### config.mk
export PLATFORM = sky130hd
export DESIGN_NAME = bp_nonsynth_host_arbiter_flat
export DESIGN_NICKNAME = d
export VERILOG_FILES = /design/src/rtl/bp_nonsynth_host_arbiter_if.sv /design/src/rtl/bp_nonsynth_host_arbiter.sv /design/src/flat_wrapper.sv
export SDC_FILE = /design/constraint.sdc
export NUM_CORES = 1
export LEC_CHECK = 0
export ABC_AREA = 1
export CORE_AREA = 2 2 529 531
export DETAILED_ROUTE_END_ITERATION = 6
export DIE_AREA = 0 0 531 533
export DONT_BUFFER_PORTS = 1
export GPL_TIMING_DRIVEN = 0
export HOLD_SLACK_MARGIN = 0.1
export PLACE_DENSITY = 0.3
export SLEW_MARGIN = 5
export SYNTH_ARGS = -nofsm -noshare
export SYNTH_HDL_FRONTEND = slang
export SYNTH_SLANG_ARGS = --single-unit
### constraint.sdc
create_clock -name clk_i -period 5.8 [get_ports clk_i]
set_input_delay 1.16 -clock clk_i [delete_from_list [all_inputs] [get_ports clk_i]]
set_output_delay 1.16 -clock clk_i [all_outputs]
set_load 0.01 [all_outputs]
### src/rtl/bp_nonsynth_host_arbiter_if.sv
// Bundle of the requester-side and host-side channels of the nonsynth host
// arbiter. Signal names keep the arbiter's point of view: the _i/_o suffix
// is the direction as seen by the arbiter.
//
// Handshake rule for every channel in this bundle: a beat transfers on a
// rising clock edge where valid and ready are both high. Valid must not
// wait for ready. Ready may depend combinationally on valid.
//
// Modports:
//   slave  - the arbiter itself
//   master - the environment (requesters plus host device)
//
// Signals:
//   req_cmd_header_i/data_i/v_i  per-requester commands, concatenated
//   req_cmd_ready_and_o          per-requester command ready (one-hot or 0)
//   req_resp_header_o/data_o     response payload, broadcast
//   req_resp_v_o                 per-requester response valid (one-hot or 0)
//   req_resp_ready_and_i         per-requester response ready
//   host_cmd_*                   single command channel to the host
//   host_resp_*                  single response channel from the host
interface bp_nonsynth_host_arbiter_if #(
  parameter int num_req_p    = 4,
  parameter int hdr_width_p  = 128,
  parameter int data_width_p = 64
);

  logic [num_req_p*hdr_width_p-1:0]  req_cmd_header_i;
  logic [num_req_p*data_width_p-1:0] req_cmd_data_i;
  logic [num_req_p-1:0]              req_cmd_v_i;
  logic [num_req_p-1:0]              req_cmd_ready_and_o;

  logic [hdr_width_p-1:0]            req_resp_header_o;
  logic [data_width_p-1:0]           req_resp_data_o;
  logic [num_req_p-1:0]              req_resp_v_o;
  logic [num_req_p-1:0]              req_resp_ready_and_i;

  logic [hdr_width_p-1:0]            host_cmd_header_o;
  logic [data_width_p-1:0]           host_cmd_data_o;
  logic                              host_cmd_v_o;
  logic                              host_cmd_ready_and_i;

  logic [hdr_width_p-1:0]            host_resp_header_i;
  logic [data_width_p-1:0]           host_resp_data_i;
  logic                              host_resp_v_i;
  logic                              host_resp_ready_and_o;

  modport slave (
    input  req_cmd_header_i, req_cmd_data_i, req_cmd_v_i,
    output req_cmd_ready_and_o,
    output req_resp_header_o, req_resp_data_o, req_resp_v_o,
    input  req_resp_ready_and_i,
    output host_cmd_header_o, host_cmd_data_o, host_cmd_v_o,
    input  host_cmd_ready_and_i,
    input  host_resp_header_i, host_resp_data_i, host_resp_v_i,
    output host_resp_ready_and_o
  );

  modport master (
    output req_cmd_header_i, req_cmd_data_i, req_cmd_v_i,
    input  req_cmd_ready_and_o,
    input  req_resp_header_o, req_resp_data_o, req_resp_v_o,
    output req_resp_ready_and_i,
    input  host_cmd_header_o, host_cmd_data_o, host_cmd_v_o,
    output host_cmd_ready_and_i,
    output host_resp_header_i, host_resp_data_i, host_resp_v_i,
    input  host_resp_ready_and_o
  );

endinterface

### src/rtl/bp_nonsynth_host_arbiter.sv
// Shares the single-beat nonsynth host device channel among num_req_p
// BedRock mem requesters.
//
// Commands are arbitrated round-robin into a one-entry registered command
// buffer that feeds the host. The ID of every accepted requester goes into an
// in-order FIFO; because the host answers in order with single beats, each
// host response belongs to the requester at the FIFO head and is routed there
// with zero latency.
//
// Ports:
//   clk_i          clock
//   reset_i        asynchronous, active-low reset
//   io             channel bundle (slave side), see the interface file
//   outstanding_o  commands accepted whose response has not yet returned
//                  (includes a command still sitting in the buffer)
//   error_o        sticky: a host response arrived with nothing outstanding
module bp_nonsynth_host_arbiter #(
  parameter int num_req_p     = 4,
  parameter int hdr_width_p   = 128,
  parameter int data_width_p  = 64,
  parameter int outstanding_p = 2
) (
  input  logic                               clk_i,
  input  logic                               reset_i,
  bp_nonsynth_host_arbiter_if.slave          io,
  output logic [$clog2(outstanding_p+1)-1:0] outstanding_o,
  output logic                               error_o
);

  localparam int id_w_lp  = $clog2(num_req_p);
  localparam int ptr_w_lp = (outstanding_p > 1) ? $clog2(outstanding_p) : 1;
  localparam int cnt_w_lp = $clog2(outstanding_p + 1);

  // Command buffer
  logic                    r_buf_v;
  logic [hdr_width_p-1:0]  r_buf_hdr;
  logic [data_width_p-1:0] r_buf_data;

  // Arbitration and ordering state
  logic [id_w_lp-1:0]      r_rr;
  logic [id_w_lp-1:0]      r_id_fifo [outstanding_p];
  logic [ptr_w_lp-1:0]     r_wptr;
  logic [ptr_w_lp-1:0]     r_rptr;
  // Doubles as the ID FIFO occupancy: every accepted command pushes one ID
  // and every host response pops one.
  logic [cnt_w_lp-1:0]     r_outstanding;
  logic                    r_error;

  logic                    w_drain;
  logic                    w_acc;
  logic                    w_found;
  logic [id_w_lp-1:0]      w_win;
  logic                    w_push;
  logic [num_req_p-1:0]    w_req_ready;
  logic                    w_nempty;
  logic [id_w_lp-1:0]      w_head;
  logic                    w_host_resp_ready;
  logic [num_req_p-1:0]    w_req_resp_v;
  logic                    w_pop;
  logic                    w_spurious;

  function automatic logic [ptr_w_lp-1:0] ptr_inc(input logic [ptr_w_lp-1:0] p);
    return (p == ptr_w_lp'(outstanding_p - 1)) ? '0 : p + 1'b1;
  endfunction

  // ---------------------------------------------------------------------------
  // Command side
  // ---------------------------------------------------------------------------
  assign w_drain = r_buf_v & io.host_cmd_ready_and_i;

  // The credit test uses the registered count, so a response popping in the
  // same cycle does not open a slot until the next cycle. reset_i gates the
  // term so no requester sees ready while reset is held.
  assign w_acc = reset_i & (~r_buf_v | w_drain)
               & (r_outstanding < cnt_w_lp'(outstanding_p));

  // First asserted valid at or after the rr pointer, wrapping.
  always_comb begin
    w_found = 1'b0;
    w_win   = '0;
    for (int i = 0; i < num_req_p; i++) begin
      if (!w_found && io.req_cmd_v_i[(int'(r_rr) + i) % num_req_p]) begin
        w_found = 1'b1;
        w_win   = id_w_lp'((int'(r_rr) + i) % num_req_p);
      end
    end
  end

  // Winner's valid is known high, so a grant is a handshake.
  assign w_push = w_acc & w_found;

  always_comb begin
    w_req_ready = '0;
    if (w_push) w_req_ready[w_win] = 1'b1;
  end

  assign io.req_cmd_ready_and_o = w_req_ready;
  assign io.host_cmd_v_o        = r_buf_v;
  assign io.host_cmd_header_o   = r_buf_hdr;
  assign io.host_cmd_data_o     = r_buf_data;

  // Buffer payload needs no reset; r_buf_v qualifies it.
  always_ff @(posedge clk_i) begin
    if (w_push) begin
      r_buf_hdr  <= io.req_cmd_header_i[int'(w_win)*hdr_width_p +: hdr_width_p];
      r_buf_data <= io.req_cmd_data_i[int'(w_win)*data_width_p +: data_width_p];
    end
  end

  // ID storage; occupancy lives in r_outstanding.
  always_ff @(posedge clk_i) begin
    if (w_push) r_id_fifo[r_wptr] <= w_win;
  end

  // ---------------------------------------------------------------------------
  // Response side
  // ---------------------------------------------------------------------------
  assign w_nempty = (r_outstanding != '0);
  assign w_head   = r_id_fifo[r_rptr];

  always_comb begin
    w_req_resp_v = '0;
    if (io.host_resp_v_i && w_nempty) w_req_resp_v[w_head] = 1'b1;
  end

  assign w_host_resp_ready        = w_nempty & io.req_resp_ready_and_i[w_head];
  assign w_pop                    = io.host_resp_v_i & w_host_resp_ready;
  assign w_spurious               = io.host_resp_v_i & ~w_nempty;

  assign io.req_resp_v_o          = w_req_resp_v;
  assign io.req_resp_header_o     = io.host_resp_header_i;
  assign io.req_resp_data_o       = io.host_resp_data_i;
  assign io.host_resp_ready_and_o = w_host_resp_ready;

  assign outstanding_o = r_outstanding;
  assign error_o       = r_error;

  // ---------------------------------------------------------------------------
  // Control state
  // ---------------------------------------------------------------------------
  always_ff @(posedge clk_i or negedge reset_i) begin
    if (!reset_i) begin
      r_buf_v       <= 1'b0;
      r_rr          <= '0;
      r_wptr        <= '0;
      r_rptr        <= '0;
      r_outstanding <= '0;
      r_error       <= 1'b0;
    end else begin
      if (w_push)       r_buf_v <= 1'b1;
      else if (w_drain) r_buf_v <= 1'b0;

      if (w_push) begin
        r_rr   <= (w_win == id_w_lp'(num_req_p - 1)) ? '0 : w_win + 1'b1;
        r_wptr <= ptr_inc(r_wptr);
      end

      if (w_pop) r_rptr <= ptr_inc(r_rptr);

      case ({w_push, w_pop})
        2'b10:   r_outstanding <= r_outstanding + 1'b1;
        2'b01:   r_outstanding <= r_outstanding - 1'b1;
        default: r_outstanding <= r_outstanding;
      endcase

      if (w_spurious) r_error <= 1'b1;
    end
  end

endmodule

### src/flat_wrapper.sv
// flat-port wrapper written by rule: the top's interface ports become plain ports
module bp_nonsynth_host_arbiter_flat 
#(
  parameter int num_req_p     = 4,
  parameter int hdr_width_p   = 128,
  parameter int data_width_p  = 64,
  parameter int outstanding_p = 2
)
  (clk_i, reset_i, outstanding_o, error_o, io_req_cmd_header_i, io_req_cmd_data_i, io_req_cmd_v_i, io_req_cmd_ready_and_o, io_req_resp_header_o, io_req_resp_data_o, io_req_resp_v_o, io_req_resp_ready_and_i, io_host_cmd_header_o, io_host_cmd_data_o, io_host_cmd_v_o, io_host_cmd_ready_and_i, io_host_resp_header_i, io_host_resp_data_i, io_host_resp_v_i, io_host_resp_ready_and_o);
  bp_nonsynth_host_arbiter_if #(.num_req_p(num_req_p), .hdr_width_p(hdr_width_p), .data_width_p(data_width_p)) io_i ();
  input  logic clk_i;
  input  logic reset_i;
  output logic [$clog2(outstanding_p+1)-1:0] outstanding_o;
  output logic error_o;
  input wire logic [$bits(io_i.req_cmd_header_i)-1:0] io_req_cmd_header_i;
  input wire logic [$bits(io_i.req_cmd_data_i)-1:0] io_req_cmd_data_i;
  input wire logic [$bits(io_i.req_cmd_v_i)-1:0] io_req_cmd_v_i;
  output wire logic [$bits(io_i.req_cmd_ready_and_o)-1:0] io_req_cmd_ready_and_o;
  output wire logic [$bits(io_i.req_resp_header_o)-1:0] io_req_resp_header_o;
  output wire logic [$bits(io_i.req_resp_data_o)-1:0] io_req_resp_data_o;
  output wire logic [$bits(io_i.req_resp_v_o)-1:0] io_req_resp_v_o;
  input wire logic [$bits(io_i.req_resp_ready_and_i)-1:0] io_req_resp_ready_and_i;
  output wire logic [$bits(io_i.host_cmd_header_o)-1:0] io_host_cmd_header_o;
  output wire logic [$bits(io_i.host_cmd_data_o)-1:0] io_host_cmd_data_o;
  output wire logic [$bits(io_i.host_cmd_v_o)-1:0] io_host_cmd_v_o;
  input wire logic [$bits(io_i.host_cmd_ready_and_i)-1:0] io_host_cmd_ready_and_i;
  input wire logic [$bits(io_i.host_resp_header_i)-1:0] io_host_resp_header_i;
  input wire logic [$bits(io_i.host_resp_data_i)-1:0] io_host_resp_data_i;
  input wire logic [$bits(io_i.host_resp_v_i)-1:0] io_host_resp_v_i;
  output wire logic [$bits(io_i.host_resp_ready_and_o)-1:0] io_host_resp_ready_and_o;
  assign io_i.req_cmd_header_i = io_req_cmd_header_i;
  assign io_i.req_cmd_data_i = io_req_cmd_data_i;
  assign io_i.req_cmd_v_i = io_req_cmd_v_i;
  assign io_req_cmd_ready_and_o = io_i.req_cmd_ready_and_o;
  assign io_req_resp_header_o = io_i.req_resp_header_o;
  assign io_req_resp_data_o = io_i.req_resp_data_o;
  assign io_req_resp_v_o = io_i.req_resp_v_o;
  assign io_i.req_resp_ready_and_i = io_req_resp_ready_and_i;
  assign io_host_cmd_header_o = io_i.host_cmd_header_o;
  assign io_host_cmd_data_o = io_i.host_cmd_data_o;
  assign io_host_cmd_v_o = io_i.host_cmd_v_o;
  assign io_i.host_cmd_ready_and_i = io_host_cmd_ready_and_i;
  assign io_i.host_resp_header_i = io_host_resp_header_i;
  assign io_i.host_resp_data_i = io_host_resp_data_i;
  assign io_i.host_resp_v_i = io_host_resp_v_i;
  assign io_host_resp_ready_and_o = io_i.host_resp_ready_and_o;
  bp_nonsynth_host_arbiter #(.num_req_p(num_req_p), .hdr_width_p(hdr_width_p), .data_width_p(data_width_p), .outstanding_p(outstanding_p)) u_core (.clk_i(clk_i), .reset_i(reset_i), .io(io_i), .outstanding_o(outstanding_o), .error_o(error_o));
endmodule
==> out/qor.txt <==
Status: finished, final reports clean
DP Area: 21,700 µm²
Die height: 533 µm
Clock Skew: 27.5 ps
Iter 0 DRT Violations: 1,379
Post-Syn Instances: 2,601
GPL Wtd Cong: 0.821
Crit path cell chain: buf_4 > nand2_1 > nand3_1 > nand2_2 > nor2_1 > nor2_2 > nand2_4 > nand2_4 > buf_4 > buf_4 > inv_2 > nor3_1
Worst-Margin Slew: 1320 ps
Die X: 531 µm
Worst setup EP type: output port
Clock-pin slew on the worst setup and hold paths: 60 ps
Layout Cells excl Fill: 6,521
NumNets Final: 3,626
Initial Util: 0.0605
Global route total overflow: 0
All-Layer GR Usage: 0.159
Post-CTS Setup Bufs: 0
Yosys warns: 0
MaxCap Viol Count: 0
Largest stage delay, worst path: 460 ps
Area growth from synthesis to layout: 38.2%
Max Buffers Root-to-Sink: 3
Count of input and output buffers: 0
TNS Setup: 0 ps
Register area share after synthesis: 0.362
Critical path type: flip-flop to output port
Crit path DAT: 3630 ps
Wire length per cell: 36.2 µm
DRT antenna net count: 0
Placed insts: 6,335
CP startpoint kind: flip-flop
First-pass GRT wire length: 273,000 µm
Critical-path top delay cell: nor3_1
Core Rows: 194
Core Util, Final: 0.0837
Largest net degree at the start of global routing: 35
Via density: 2.98
Critical Path RT: 4640 ps
RSZ-0062 raised after global routing: no
Post-DP HPWL: 209,000 µm
Core box area: 278,000 µm²
Design area: 23,300 µm²
Flops & latches, synth: 204
WL final: 236,000 µm
DR vias: 19,400
Root buffer cell: clkbuf_16
Max-slew violations: 0
Share of layout cells above drive strength 1: 0.151
Fin crit period: 4790 ps
Synth unique cells: 27
H-tree level count: 2
Crit-path max FO: 10
Most frequent cells in the layout: nand2_1 (1,000), nand3_1 (582), inv_1 (399)
Clock Latency Late Sink: 650 ps
Number of global-route vias before repair: 18,300
Avg Inst Size Synth: 6.47 µm²
Most common cell after layout, fill and taps aside: nand2_1
TritonCTS clock tree: done
DRC: 0
Hold WC Path Type: flip-flop to flip-flop
Slew HR: 0.122
Power Density: 1020 nW/µm²
Period utilization: 0.825
Worst VDD drop: 0.000441 V
Net Count, Synth: 3,575
Clock sink count: 204
CP dominant cell by count: buf_4
Setup violations, final: 0
Fmax: 209 MHz
Netlist Area Pre-Place: 16,800 µm²
Clock buffer count from CTS: 38
DR pass1 iterations: 7
Final hold vios: 0
Antenna violations before repair: 298
Die area: 283,000 µm²
Leak: 0.0105 µW
Smallest hold slack: 541 ps
# IOs: 1,369
[per-layer routing]
metal,vias up,GRT usage,routed length [µm]
li1,8192,-,-
met1,9036,0.161,80700
met2,1422,0.268,111000
met3,484,0.0956,33100
met4,268,0.0595,8830
met5,-,0,1750
[logic make-up (layout without fill, tap and decap cells)]
family,Yosys count,after routing,share of synthesized area
and+or+nand+nor,1613,1613,0.407
buffers and inverters,766,845,0.224
DFF,204,204,0.362
AOI/OAI and AO/OA,13,13,0.00424
xor gates and xnor gates,3,3,0.00156
adders and majority gates,2,2,0.00149
other,0,117,0
[flip-flops by register name, indices dropped and copies added, names as in the netlist]
| signal | cells |
|---|---|
| u_core.io.host_cmd_header_o | 128 |
| u_core.io.host_cmd_data_o | 64 |
| u_core.r_id_fifo | 4 |
| u_core.error_o | 1 |
| u_core.r_rptr | 1 |
| u_core.outstanding_o | 2 |
| u_core.r_rr | 2 |
| u_core.io.host_cmd_v_o | 1 |
| u_core.r_wptr | 1 |
[cells in the mapped netlist, drive strengths merged]
cell type | number | share of area
nand2 | 1006 | 0.23
nand3 | 583 | 0.17
inv | 405 | 0.090
buf | 320 | 0.12
edfxtp | 196 | 0.35
clkbuf | 41 | 0.0091
nor2 | 15 | 0.0039
o21ai | 10 | 0.0030
dfrtp | 8 | 0.012
nor3 | 7 | 0.0021
a21oi | 2 | 0.00082
ha | 2 | 0.0015
xnor2 | 2 | 0.0010
a21o | 1 | 0.00045
nand3b | 1 | 0.00045
nand4 | 1 | 0.00037
xor2 | 1 | 0.00052
[critical path: cells and delay by family (launching register included)]
| family | cells | cell delay [ps] |
|---|---|---|
| simple gates | 8 | 1470 |
| buf+inv | 4 | 1070 |
| flops | 1 | 390 |
[area by class of cell]
cell class	instances	area [µm²]
fillers	33000	255000
multi-input cells	1631	6970
flip-flops and latches	204	6090
well taps	3724	4660
plain buffers	361	2250
inverters	405	1520
clock buffers	45	1010
diodes	117	293
clock inverters	23	239
repair buffers	11	218
[final timing paths]
| kind | from | to | slack, ps | cells after the start |
|---|---|---|---|---|
| setup / recovery | u_core.r_rr[0]$_DFFE_PN0P_ | io_req_cmd_ready_and_o[0] | 1010 | 12 |
| hold / removal | u_core.r_wptr$_DFFE_PN0P_ | u_core.r_wptr$_DFFE_PN0P_ | 540 | 2 |
| setup reg to reg | u_core.r_rr[0]$_DFFE_PN0P_ | u_core.io.host_cmd_header_o[98]$_DFFE_PP_ | 1940 | 13 |
| hold reg to reg | u_core.r_wptr$_DFFE_PN0P_ | u_core.r_wptr$_DFFE_PN0P_ | 540 | 2 |
| max in group asynchronous | reset_i | u_core.r_rr[0]$_DFFE_PN0P_ | 4270 | 1 |
| min in group asynchronous | reset_i | u_core.error_o$_DFFE_PN0P_ | 1010 | 1 |
[power breakdown]
group	switching (µW)	internal (µW)	total, µW	leakage, µW
combinational	13600	3200	16800	0.00802
clock	1070	1420	2490	0.000594
sequential	1130	3240	4370	0.00193
[through the flow]
stage / setup slack, ps / power [µW]
floorplan: 535 / 11200
global placement: -3550 / 21800
detailed placement: 857 / 21900
CTS: 676 / 24600
global route: 632 / 25300
finish: 1010 / 23700
[repair_timing]
item                      in CTS  in global routing
hold endpoints to repair       8                  0
gates resized for setup        0                  0
hold buffers                   1                  0
Power figures use the tool's default switching activity.
